File: src/rtl/seg_scan_decoder_if.sv
// ----------------------------------------------------------------------------
// seg_scan_decoder_if
// Bundle between a 4-digit multiplexed 7-segment display driver tap and the
// seg_scan_decoder.
//   sel        [3:0]  digit-select scan lines, raw polarity (sel[0] = rightmost)
//   seg        [6:0]  segment lines, raw polarity (seg[0]=a .. seg[6]=g)
//   data       [15:0] last complete frame, 4 BCD nibbles (data[3:0] = sel[0])
//   data_valid        one-cycle pulse when data updates
//   data_err          OR of digit_err, updated with data
//   digit_err  [3:0]  per-digit invalid-pattern flags for the frame in data
//   scan_stall        high while the display scan has stopped
// master: the side that drives the display lines and consumes the frame.
// slave : the decoder itself.
// ----------------------------------------------------------------------------
interface seg_scan_decoder_if;
  logic [3:0]  sel;
  logic [6:0]  seg;
  logic [15:0] data;
  logic        data_valid;
  logic        data_err;
  logic [3:0]  digit_err;
  logic        scan_stall;

  modport master (
    output sel,
    output seg,
    input  data,
    input  data_valid,
    input  data_err,
    input  digit_err,
    input  scan_stall
  );

  modport slave (
    input  sel,
    input  seg,
    output data,
    output data_valid,
    output data_err,
    output digit_err,
    output scan_stall
  );
endinterface

File: src/rtl/seg_scan_decoder.sv
// ----------------------------------------------------------------------------
// seg_scan_decoder
// Snoops a 4-digit multiplexed 7-segment display and reconstructs the number
// shown as four BCD nibbles.
//
// Ports:
//   sys_clk    sole clock, rising edge
//   sys_rst_p  synchronous, active-high reset
//   bus        seg_scan_decoder_if.slave (sel/seg in; data, data_valid,
//              data_err, digit_err, scan_stall out; all outputs registered)
//
// Parameters:
//   STABLE_CYC     identical synchronized samples needed to capture a digit
//                  (2..255)
//   TIMEOUT_CYC    cycles without any capture before scan_stall (20-bit)
//   SEL_ACTIVE_LOW 1 = a low sel bit selects its digit
//   SEG_ACTIVE_LOW 1 = a low seg bit lights its segment
//
// Data path: 2-flop synchronizer -> polarity normalization -> stability
// counter -> capture of one-hot digits into a shadow frame -> frame load into
// the output registers once all four digits have been captured.
// ----------------------------------------------------------------------------
module seg_scan_decoder #(
  parameter int unsigned STABLE_CYC     = 16,
  parameter int unsigned TIMEOUT_CYC    = 1000000,
  parameter bit          SEL_ACTIVE_LOW = 1'b1,
  parameter bit          SEG_ACTIVE_LOW = 1'b1
) (
  input  logic             sys_clk,
  input  logic             sys_rst_p,
  seg_scan_decoder_if.slave bus
);

  localparam logic [7:0]  STB_MAX  = 8'(STABLE_CYC);
  localparam logic [7:0]  STB_PRE  = 8'(STABLE_CYC - 1);
  localparam logic [19:0] TMO_MAX  = 20'(TIMEOUT_CYC);
  localparam logic [19:0] TMO_PRE  = 20'(TIMEOUT_CYC - 1);
  // Synchronizer reset values are the electrically inactive line levels.
  localparam logic [3:0]  SEL_IDLE = SEL_ACTIVE_LOW ? 4'hF : 4'h0;
  localparam logic [6:0]  SEG_IDLE = SEG_ACTIVE_LOW ? 7'h7F : 7'h00;

  // Normalized gfedcba pattern -> {error, nibble}; anything not 0..9 is F.
  function automatic logic [4:0] seg_decode(input logic [6:0] pat);
    case (pat)
      7'h3F:   return {1'b0, 4'h0};
      7'h06:   return {1'b0, 4'h1};
      7'h5B:   return {1'b0, 4'h2};
      7'h4F:   return {1'b0, 4'h3};
      7'h66:   return {1'b0, 4'h4};
      7'h6D:   return {1'b0, 4'h5};
      7'h7D:   return {1'b0, 4'h6};
      7'h07:   return {1'b0, 4'h7};
      7'h7F:   return {1'b0, 4'h8};
      7'h6F:   return {1'b0, 4'h9};
      default: return {1'b1, 4'hF};
    endcase
  endfunction

  // True only for exactly one selected digit.
  function automatic logic is_onehot(input logic [3:0] v);
    case (v)
      4'b0001, 4'b0010, 4'b0100, 4'b1000: return 1'b1;
      default:                            return 1'b0;
    endcase
  endfunction

  logic [3:0]  sel_meta;
  logic [3:0]  sel_sync;
  logic [6:0]  seg_meta;
  logic [6:0]  seg_sync;
  logic [3:0]  sel_norm;
  logic [6:0]  seg_norm;
  logic [3:0]  prev_sel;
  logic [6:0]  prev_seg;
  logic [7:0]  stab_cnt;
  logic        sample_same;
  logic        capture;
  logic [4:0]  dec;
  logic [3:0]  mask;
  logic [3:0]  mask_base;
  logic        frame_full;
  logic        load_pend;
  logic        cap_d;
  logic [15:0] shadow_nib;
  logic [3:0]  shadow_err;
  logic [19:0] tmo_cnt;
  logic        tmo_hit;
  logic        stall;
  logic [15:0] frame_data;
  logic        frame_valid;
  logic        frame_err;
  logic [3:0]  frame_digit_err;

  // Two-flop synchronizer for the asynchronous display lines.
  always_ff @(posedge sys_clk) begin
    if (sys_rst_p) begin
      sel_meta <= SEL_IDLE;
      sel_sync <= SEL_IDLE;
      seg_meta <= SEG_IDLE;
      seg_sync <= SEG_IDLE;
    end else begin
      sel_meta <= bus.sel;
      sel_sync <= sel_meta;
      seg_meta <= bus.seg;
      seg_sync <= seg_meta;
    end
  end

  // Polarity normalization, capture qualification and frame-complete detect.
  always_comb begin
    sel_norm    = 4'h0;
    seg_norm    = 7'h00;
    sample_same = 1'b0;
    capture     = 1'b0;
    dec         = 5'h00;
    mask_base   = 4'h0;
    frame_full  = 1'b0;
    tmo_hit     = 1'b0;

    if (SEL_ACTIVE_LOW) begin
      sel_norm = ~sel_sync;
    end else begin
      sel_norm = sel_sync;
    end
    if (SEG_ACTIVE_LOW) begin
      seg_norm = ~seg_sync;
    end else begin
      seg_norm = seg_sync;
    end

    sample_same = ({sel_norm, seg_norm} == {prev_sel, prev_seg});
    // Capture fires on the single cycle the counter steps onto STABLE_CYC,
    // so a saturated counter never re-captures within one stable interval.
    capture     = sample_same && (stab_cnt == STB_PRE) && is_onehot(sel_norm);
    dec         = seg_decode(seg_norm);

    // In the frame-load cycle the mask is about to clear, so a capture made
    // then counts toward the next frame rather than the one being loaded.
    if (load_pend) begin
      mask_base = 4'h0;
    end else begin
      mask_base = mask;
    end
    frame_full = capture && ((mask_base | sel_norm) == 4'hF);

    tmo_hit    = !capture && (tmo_cnt == TMO_PRE);
  end

  // Stability counter over the normalized {sel, seg} sample.
  always_ff @(posedge sys_clk) begin
    if (sys_rst_p) begin
      prev_sel <= 4'h0;
      prev_seg <= 7'h00;
      stab_cnt <= 8'd0;
    end else begin
      prev_sel <= sel_norm;
      prev_seg <= seg_norm;
      if (!sample_same) begin
        stab_cnt <= 8'd0;
      end else if (stab_cnt != STB_MAX) begin
        stab_cnt <= stab_cnt + 8'd1;
      end else begin
        stab_cnt <= stab_cnt;
      end
    end
  end

  // Shadow frame and captured-digit mask.
  always_ff @(posedge sys_clk) begin
    if (sys_rst_p) begin
      shadow_nib <= 16'h0000;
      shadow_err <= 4'h0;
      mask       <= 4'h0;
      load_pend  <= 1'b0;
      cap_d      <= 1'b0;
    end else begin
      load_pend <= frame_full;
      cap_d     <= capture;
      // Latest capture of a digit wins until the frame is loaded.
      for (int i = 0; i < 4; i++) begin
        if (capture && sel_norm[i]) begin
          shadow_nib[i*4 +: 4] <= dec[3:0];
          shadow_err[i]        <= dec[4];
        end else begin
          shadow_nib[i*4 +: 4] <= shadow_nib[i*4 +: 4];
          shadow_err[i]        <= shadow_err[i];
        end
      end
      if (tmo_hit) begin
        mask <= 4'h0;
      end else if (load_pend) begin
        mask <= capture ? sel_norm : 4'h0;
      end else if (capture) begin
        mask <= mask | sel_norm;
      end else begin
        mask <= mask;
      end
    end
  end

  // Scan-activity timeout and stall flag.
  always_ff @(posedge sys_clk) begin
    if (sys_rst_p) begin
      tmo_cnt <= 20'd0;
      stall   <= 1'b0;
    end else begin
      if (capture) begin
        tmo_cnt <= 20'd0;
      end else if (tmo_cnt != TMO_MAX) begin
        tmo_cnt <= tmo_cnt + 20'd1;
      end else begin
        tmo_cnt <= tmo_cnt;
      end
      // Stall drops the cycle after the first capture that follows it.
      if (tmo_hit) begin
        stall <= 1'b1;
      end else if (cap_d) begin
        stall <= 1'b0;
      end else begin
        stall <= stall;
      end
    end
  end

  // Output frame registers, loaded one cycle after the frame completes.
  always_ff @(posedge sys_clk) begin
    if (sys_rst_p) begin
      frame_data      <= 16'h0000;
      frame_digit_err <= 4'h0;
      frame_err       <= 1'b0;
      frame_valid     <= 1'b0;
    end else begin
      frame_valid <= load_pend;
      if (load_pend) begin
        frame_data      <= shadow_nib;
        frame_digit_err <= shadow_err;
        frame_err       <= |shadow_err;
      end else begin
        frame_data      <= frame_data;
        frame_digit_err <= frame_digit_err;
        frame_err       <= frame_err;
      end
    end
  end

  assign bus.data       = frame_data;
  assign bus.data_valid = frame_valid;
  assign bus.data_err   = frame_err;
  assign bus.digit_err  = frame_digit_err;
  assign bus.scan_stall = stall;

endmodule

File: src/flat_wrapper.sv
// flat-port wrapper written by rule: the top's interface ports become plain ports
module seg_scan_decoder_flat 
#(
  parameter int unsigned STABLE_CYC     = 16,
  parameter int unsigned TIMEOUT_CYC    = 1000000,
  parameter bit          SEL_ACTIVE_LOW = 1'b1,
  parameter bit          SEG_ACTIVE_LOW = 1'b1
)
  (sys_clk, sys_rst_p, bus_sel, bus_seg, bus_data, bus_data_valid, bus_data_err, bus_digit_err, bus_scan_stall);
  seg_scan_decoder_if bus_i ();
  input  logic sys_clk;
  input  logic sys_rst_p;
  input wire logic [$bits(bus_i.sel)-1:0] bus_sel;
  input wire logic [$bits(bus_i.seg)-1:0] bus_seg;
  output wire logic [$bits(bus_i.data)-1:0] bus_data;
  output wire logic [$bits(bus_i.data_valid)-1:0] bus_data_valid;
  output wire logic [$bits(bus_i.data_err)-1:0] bus_data_err;
  output wire logic [$bits(bus_i.digit_err)-1:0] bus_digit_err;
  output wire logic [$bits(bus_i.scan_stall)-1:0] bus_scan_stall;
  assign bus_i.sel = bus_sel;
  assign bus_i.seg = bus_seg;
  assign bus_data = bus_i.data;
  assign bus_data_valid = bus_i.data_valid;
  assign bus_data_err = bus_i.data_err;
  assign bus_digit_err = bus_i.digit_err;
  assign bus_scan_stall = bus_i.scan_stall;
  seg_scan_decoder #(.STABLE_CYC(STABLE_CYC), .TIMEOUT_CYC(TIMEOUT_CYC), .SEL_ACTIVE_LOW(SEL_ACTIVE_LOW), .SEG_ACTIVE_LOW(SEG_ACTIVE_LOW)) u_core (.sys_clk(sys_clk), .sys_rst_p(sys_rst_p), .bus(bus_i));
endmodule
File: config.mk
export PLATFORM = sky130hd
export DESIGN_NAME = seg_scan_decoder_flat
export DESIGN_NICKNAME = d
export VERILOG_FILES = /design/src/rtl/seg_scan_decoder_if.sv /design/src/rtl/seg_scan_decoder.sv /design/src/flat_wrapper.sv
export SDC_FILE = /design/constraint.sdc
export NUM_CORES = 1
export LEC_CHECK = 0
export CAP_MARGIN = 20
export CELL_PAD_IN_SITES_DETAIL_PLACEMENT = 0
export CELL_PAD_IN_SITES_GLOBAL_PLACEMENT = 1
export CORE_UTILIZATION = 50
export CTS_BUF_LIST = sky130_fd_sc_hd__clkbuf_4 sky130_fd_sc_hd__clkbuf_8
export DETAILED_ROUTE_END_ITERATION = 7
export PLACE_DENSITY_LB_ADDON = 0.1
export REMOVE_ABC_BUFFERS = 1
export SYNTH_ARGS = -nofsm -noshare
export SYNTH_HDL_FRONTEND = slang
export SYNTH_SLANG_ARGS = --single-unit
File: constraint.sdc
create_clock -name sys_clk -period 3.5 [get_ports sys_clk]
set_input_delay 0.7 -clock sys_clk [delete_from_list [all_inputs] [get_ports sys_clk]]
set_output_delay 0.7 -clock sys_clk [all_outputs]
set_load 0.03 [all_outputs]
==> out/metrics.cfg, run 1 <==
[placed_design]
gp_congestion=0.893
place_inst=584
dp_hpwl_mm=5.76
dp_slack_ns=0.992
port_buffers=35

[logic_synthesis]
synth_top_area_share_pct=49.4
synthArstFlopShare_pct=0
yosysSeqAreaShare_pct=49.4
synth_top_cell_by_area=dfxtp_1
ys_seq_elements=110
post_synth.cell_area_avg_um2=9.61
synthTopCellsByCount=dfxtp_1, nor2_1, xnor2_1
synth-edff-count=0
synth_cells=464
yosysUniqueCellTypes=48
ys.warnings.count=0
synth_ff_type=dfxtp_1
synth.area.top_cells=dfxtp_1, nor2_1, xnor2_1
yosysMostFrequentCell=dfxtp_1
netlist_area_um2=4460

[worst_setup_path]
cp_data_arrival_time_ns=2.79
reg2reg_slack_ns=0.96
path_buf_inv=0
timing.rr.end=u_core.shadow_err[1]$_SDFFE_PP0P_
cp.required_ns=3.75
critical_path_depth=5
slowest_stage=nor3_2
r2r-start=u_core.seg_sync[5]$_SDFF_PP1_
critPathKind=reg -> reg
cp_top_family=simple AND/OR/NAND/NOR gates
endpoint_kind=flop
crit_end=u_core.shadow_err[1]$_SDFFE_PP0P_
r2r_cells=5
startpoint=u_core.seg_sync[5]$_SDFF_PP1_
crit_path_start_kind=flop
path_cells=xnor2_1 > or4_1 > nor3_2 > nand3_1 > mux2i_1
crit_fanout=15
max_stage_delay_ns=0.75

[detailed_routing]
totalWireLength_mm=8.30
remaining_drc_errors=0
drtAntennaViolNets=0
via_per_inst=5.39
routedWlPerCell_um=13.8
drt_iter0_markers=123
vias=3235
drt_pass1_iterations=4

[clock_network]
htreeDepth=3
clock_latency_ns=0.36
clk_pin_slew_ns=0.10
cts_root_buffer=clkbuf_8
numCtsBuffers=9
hold_buffers=0
cts_tree=done
clock_path_buffers=2
cts_sinks=110
post_cts_resized=0
postCtsSetupRepairBufs=0

[final_layout]
fin_nets=504
drive_above_1_share_pct=11.6
diodes=0
syn_to_final_growth_pct=12.2
final_core_util_pct=57.7
final_cells=600

[sta]
worst_pin_slew_ns=0.956
rsz0062_at_grt=false
drv_slew=0
fin_tns_setup_ns=0
finalSetupViolations=0
fin_worst_skew_ns=0.0140
min_period_ns=2.54
relSlewSlack_pct=35.9
fin_crit_sh_pct=72.6
fin_ws_ns=0.958
finalHoldViolCount=0
max_freq_mhz=393

[global_routing]
grt_max_degree=38
grt_overflow=0
first_global_vias=2840
grt_usage_pct=19.0
antenna_found_initial=0
grt_pass1_wl_mm=13.7

[floorplan]
core_area_um2=8680
rows=34
ioPinCount=36
fp.dieArea_um2=9300
die_h_um=96.5
initial_utilization_pct=51.4
dieWidth_um=96.5

[worst_hold_path]
hold_class=reg -> reg

[power_and_ir_drop]
power_leakage_nw=1.72
power_density_nw_per_um2=421
irDropWorstVdd_mv=0.337

[outcome]
status=finished clean

[flow_run]
cap_violations=0

## kinds of logic after synthesis
group                      count (synthesis)  share of synthesized area, %
AOI/OAI and AO/OA                         59                          9.12
xor gates and xnor gates                  39                          7.66
adders and majority gates                  4                          1.12
buffers and inverters                     40                          4.38
DFF                                      110                          49.4
muxes                                     25                          5.61
and+or+nand+nor                          187                          22.7
## layout make-up
cell class	instances	area [um2]
fill	782	3670
timing repair buffer	39	375
tap	108	135
clock buffer	12	146
sequential	110	2200
multi-input combinational	314	2060
inverter	13	48.8
clock inverter	4	33.8
## power by group
group          switching, W  internal [W]
Combinational     0.0000629     0.0000485
Sequential        0.0000215       0.00127
Clock              0.000415      0.000288
Total              0.000500       0.00161
## through the flow
stage | total power [W] | cell area [um2] | hold slack [ns]
final | 0.00211 | 5000 | 0.400
after global routing | 0.00219 | 5000 | 0.394
after CTS | 0.00212 | 5000 | 0.399
after detailed placement | 0.00143 | 4820 | 0.393
after global placement | 0.00143 | 4820 | 0.392
after floorplan | 0.00138 | 4310 | 0.389
## flip-flops by register name (all words and copies together), names as in the netlist, 4 cells and up
register	count
u_core.shadow_nib	16
u_core.stab_cnt	8
u_core.sel_meta	4
u_core.mask	4
u_core.bus.data	16
u_core.seg_sync	7
u_core.shadow_err	4
u_core.prev_seg	7
u_core.tmo_cnt	20
u_core.prev_sel	4
u_core.bus.digit_err	4
u_core.seg_meta	7
u_core.sel_sync	4
## worst min path at each step
stage / slack [ns] / endpoint / depth (start not counted) / startpoint
5_1_grt: 0.39 / u_core.seg_sync[3]$_SDFF_PP1_ / 1 / u_core.seg_meta[3]$_SDFF_PP1_
3_5_place_dp: 0.39 / u_core.seg_sync[6]$_SDFF_PP1_ / 1 / u_core.seg_meta[6]$_SDFF_PP1_
4_1_cts: 0.40 / u_core.seg_sync[3]$_SDFF_PP1_ / 1 / u_core.seg_meta[3]$_SDFF_PP1_
3_3_place_gp: 0.39 / u_core.seg_sync[0]$_SDFF_PP1_ / 1 / u_core.seg_meta[0]$_SDFF_PP1_
6_report: 0.40 / u_core.seg_sync[3]$_SDFF_PP1_ / 1 / u_core.seg_meta[3]$_SDFF_PP1_
2_1_floorplan: 0.39 / u_core.seg_sync[0]$_SDFF_PP1_ / 1 / u_core.seg_meta[0]$_SDFF_PP1_
## layout by cell type (no fill, tap or decap), types with 4 or more instances in the layout
| master | n |
|---|---|
| nand2b_1 | 9 |
| o311ai_1 | 4 |
| clkdlybuf4s50_1 | 34 |
| inv_1 | 12 |
| or3_1 | 5 |
| dfxtp_1 | 110 |
| buf_4 | 4 |
| xnor2_1 | 30 |
| nand2_1 | 15 |
| and3_1 | 6 |
| or2_2 | 24 |
| a21oi_1 | 10 |
| mux2i_1 | 25 |
| a211oi_1 | 16 |
| nor2_1 | 73 |
| nand3_1 | 15 |
| clkbuf_8 | 9 |
| xor2_1 | 9 |
| nor4_1 | 5 |
| nand4_1 | 6 |
| nor3_1 | 6 |
| ha_1 | 4 |
| a31oi_1 | 14 |
## layer usage
layer | global-route usage (%) | vias up | part of all wire, %
met4 | 3.43 | 0 | 0.82
met3 | 5.16 | 7 | 3.4
met5 | 0 | - | 0
met2 | 29.9 | 70 | 45
met1 | 26.2 | 1519 | 50
li1 | - | 1639 | -
Power figures use the tool's default switching activity.
==> run 2, diff against run 1 <==
- CORE_UTILIZATION: 50 -> 42
- clock period: 3.5 -> 2.2 ns (I/O delays scaled with it)
==> out/metrics.cfg, run 2 (synthesis gave the netlist of run 1 again) <==
[power_and_ir_drop]
irDropWorstVdd_mv=0.278  ; -17%
power_density_nw_per_um2=663  ; +58%
power_leakage_nw=1.83  ; +6.7%

[sta]
max_freq_mhz=485  ; +23%
min_period_ns=2.06  ; -0.481 ns
fin_crit_sh_pct=93.7  ; +21 points
drv_slew=0  ; unchanged
fin_worst_skew_ns=0.00970  ; -0.00426 ns
finalHoldViolCount=0  ; unchanged
rsz0062_at_grt=false
fin_ws_ns=0.139  ; -0.819 ns
whs_ns=0.417  ; +0.0172 ns
worst_pin_slew_ns=0.488  ; -0.468 ns
relSlewSlack_pct=67.0  ; +31 points
finalSetupViolations=0  ; unchanged

[clock_network]
cts_sinks=110  ; unchanged
post_cts_resized=0  ; unchanged
postCtsSetupRepairBufs=0  ; unchanged
numCtsBuffers=9  ; unchanged
clock_latency_ns=0.38  ; +0.02 ns
cts_root_buffer=clkbuf_8
clock_path_buffers=2  ; unchanged
hold_buffers=0  ; unchanged
clk_pin_slew_ns=0.10  ; about the same
htreeDepth=3  ; unchanged
cts_tree=done

[placed_design]
dp_slack_ns=0.0449  ; -0.947 ns
dp_hpwl_mm=6.07  ; +5.3%
gp_congestion=0.746  ; -16%
port_buffers=35  ; unchanged

[final_layout]
syn_to_final_growth_pct=17.9
largest_reg_flops=20  ; unchanged
fin_nets=525  ; +4.2%
drive_above_1_share_pct=15.8  ; +4.2 points
mostFrequentLayoutCells=dfxtp_1, nor2_1, clkdlybuf4s50_1, xnor2_1, mux2i_1
diodes=0  ; unchanged
top_register=u_core.tmo_cnt
final_common_cell=dfxtp_1

[detailed_routing]
drt_iter0_markers=109  ; -11%
drtAntennaViolNets=0  ; unchanged
remaining_drc_errors=0  ; unchanged
routedWlPerCell_um=13.3  ; -4.1%
totalWireLength_mm=8.61  ; +3.6%
via_per_inst=5.07  ; -5.9%
drt_pass1_iterations=4  ; unchanged
vias=3287  ; +1.6%

[global_routing]
grt_busiest_layer=met2
antenna_found_initial=0  ; unchanged
first_global_vias=3074  ; +8.2%
grt_usage_pct=16.6  ; -2.4 points
grt_pass1_wl_mm=14.6  ; +6.4%
grt_overflow=0  ; unchanged
grt_max_degree=45  ; +18%
met2_usage_pct=25.6  ; -4.3 points
gr-usage-met3_pct=2.68  ; -2.5 points
use_met1_pct=22.4  ; -3.8 points

[floorplan]
initial_utilization_pct=43.2  ; -8.2 points
dieWidth_um=105  ; +8.9%
die_h_um=105  ; +8.9%
core_area_um2=10300  ; +19%
ioPinCount=36  ; unchanged
rows=37  ; +8.8%
fp.dieArea_um2=11000  ; +19%

[worst_setup_path]
critPathKind=reg -> reg
endpoint_kind=flop
crit_fanout=7  ; -8
cp.required_ns=2.44  ; -1.31 ns
cp_data_arrival_time_ns=2.31  ; -0.48 ns
crit_path_start_kind=flop
r2r_cells=6  ; +1

[flow_run]
cap_violations=0  ; unchanged

[worst_hold_path]
hold_class=reg -> reg
worstHoldPathCells=1  ; unchanged

[outcome]
status=finished clean

==> run 2: changes by cell type in the layout (fill, tap and decap cells not counted), sizes merged <==
cell / delta
clkbuf: -3
clkinv: -1
inv: +2
buf: +21
bufinv: +1
==> run 2: final timing paths <==
check / slack, ns / to / from
max: 0.14 / u_core.shadow_nib[7]$_SDFFE_PP0P_ / u_core.seg_sync[4]$_SDFF_PP1_
min: 0.42 / u_core.seg_sync[4]$_SDFF_PP1_ / u_core.seg_meta[4]$_SDFF_PP1_
max reg2reg: 0.14 / u_core.shadow_nib[7]$_SDFFE_PP0P_ / u_core.seg_sync[4]$_SDFF_PP1_
min reg2reg: 0.42 / u_core.seg_sync[4]$_SDFF_PP1_ / u_core.seg_meta[4]$_SDFF_PP1_
==> run 2: through the flow <==
| step | instance area, um2 | utilization [%] | TNS [ns] | cells | power [W] |
|---|---|---|---|---|---|
| 3_3_place_gp | 5050 | 49.0 | 0 | 633 | 0.00230 |
| 6_report | 5260 | 50.9 | 0 | 648 | 0.00349 |
| 2_1_floorplan | 4310 | - | -8.25 | 437 | 0.00220 |
| 5_1_grt | 5260 | 50.9 | 0 | 648 | 0.00364 |
| 4_1_cts | 5250 | 50.9 | 0 | 648 | 0.00352 |
| 3_5_place_dp | 5050 | 49.0 | 0 | 633 | 0.00230 |
==> run 2: cell type report <==
| cell class | instances | area, um2 |
|---|---|---|
| Timing Repair Buffer | 60 | 571 |
| Clock buffer | 9 | 124 |
| Sequential cell | 110 | 2210 |
| Tap cell | 136 | 170 |
| Inverter | 13 | 48.8 |
| Fill cell | 934 | 5070 |
| Clock inverter | 6 | 71.3 |
| Multi-Input combinational cell | 314 | 2060 |
==> run 2: report_power, final <==
group | total (W) | internal (W) | switching (W) | leakage [nW]
combinational | 0.000214 | 0.0000962 | 0.000118 | 0.842
sequential | 0.00204 | 0.00202 | 0.0000224 | 0.892
clock | 0.00123 | 0.000533 | 0.000699 | 0.0976
==> run 2: critical path, cell delays in order, from the launching register on <==
cell and delay (ns):
dfxtp_1 0.38, buf_4 0.17, nor4bb_1 0.48, and3_1 0.29
a211oi_1 0.08, a21oi_1 0.40, a211oi_1 0.14
==> run 2: metal layers <==
metal,up-vias,wire (um)
li1,1693,-
met1,1533,4370
met2,51,3830
met3,10,245
met4,0,157
met5,-,0
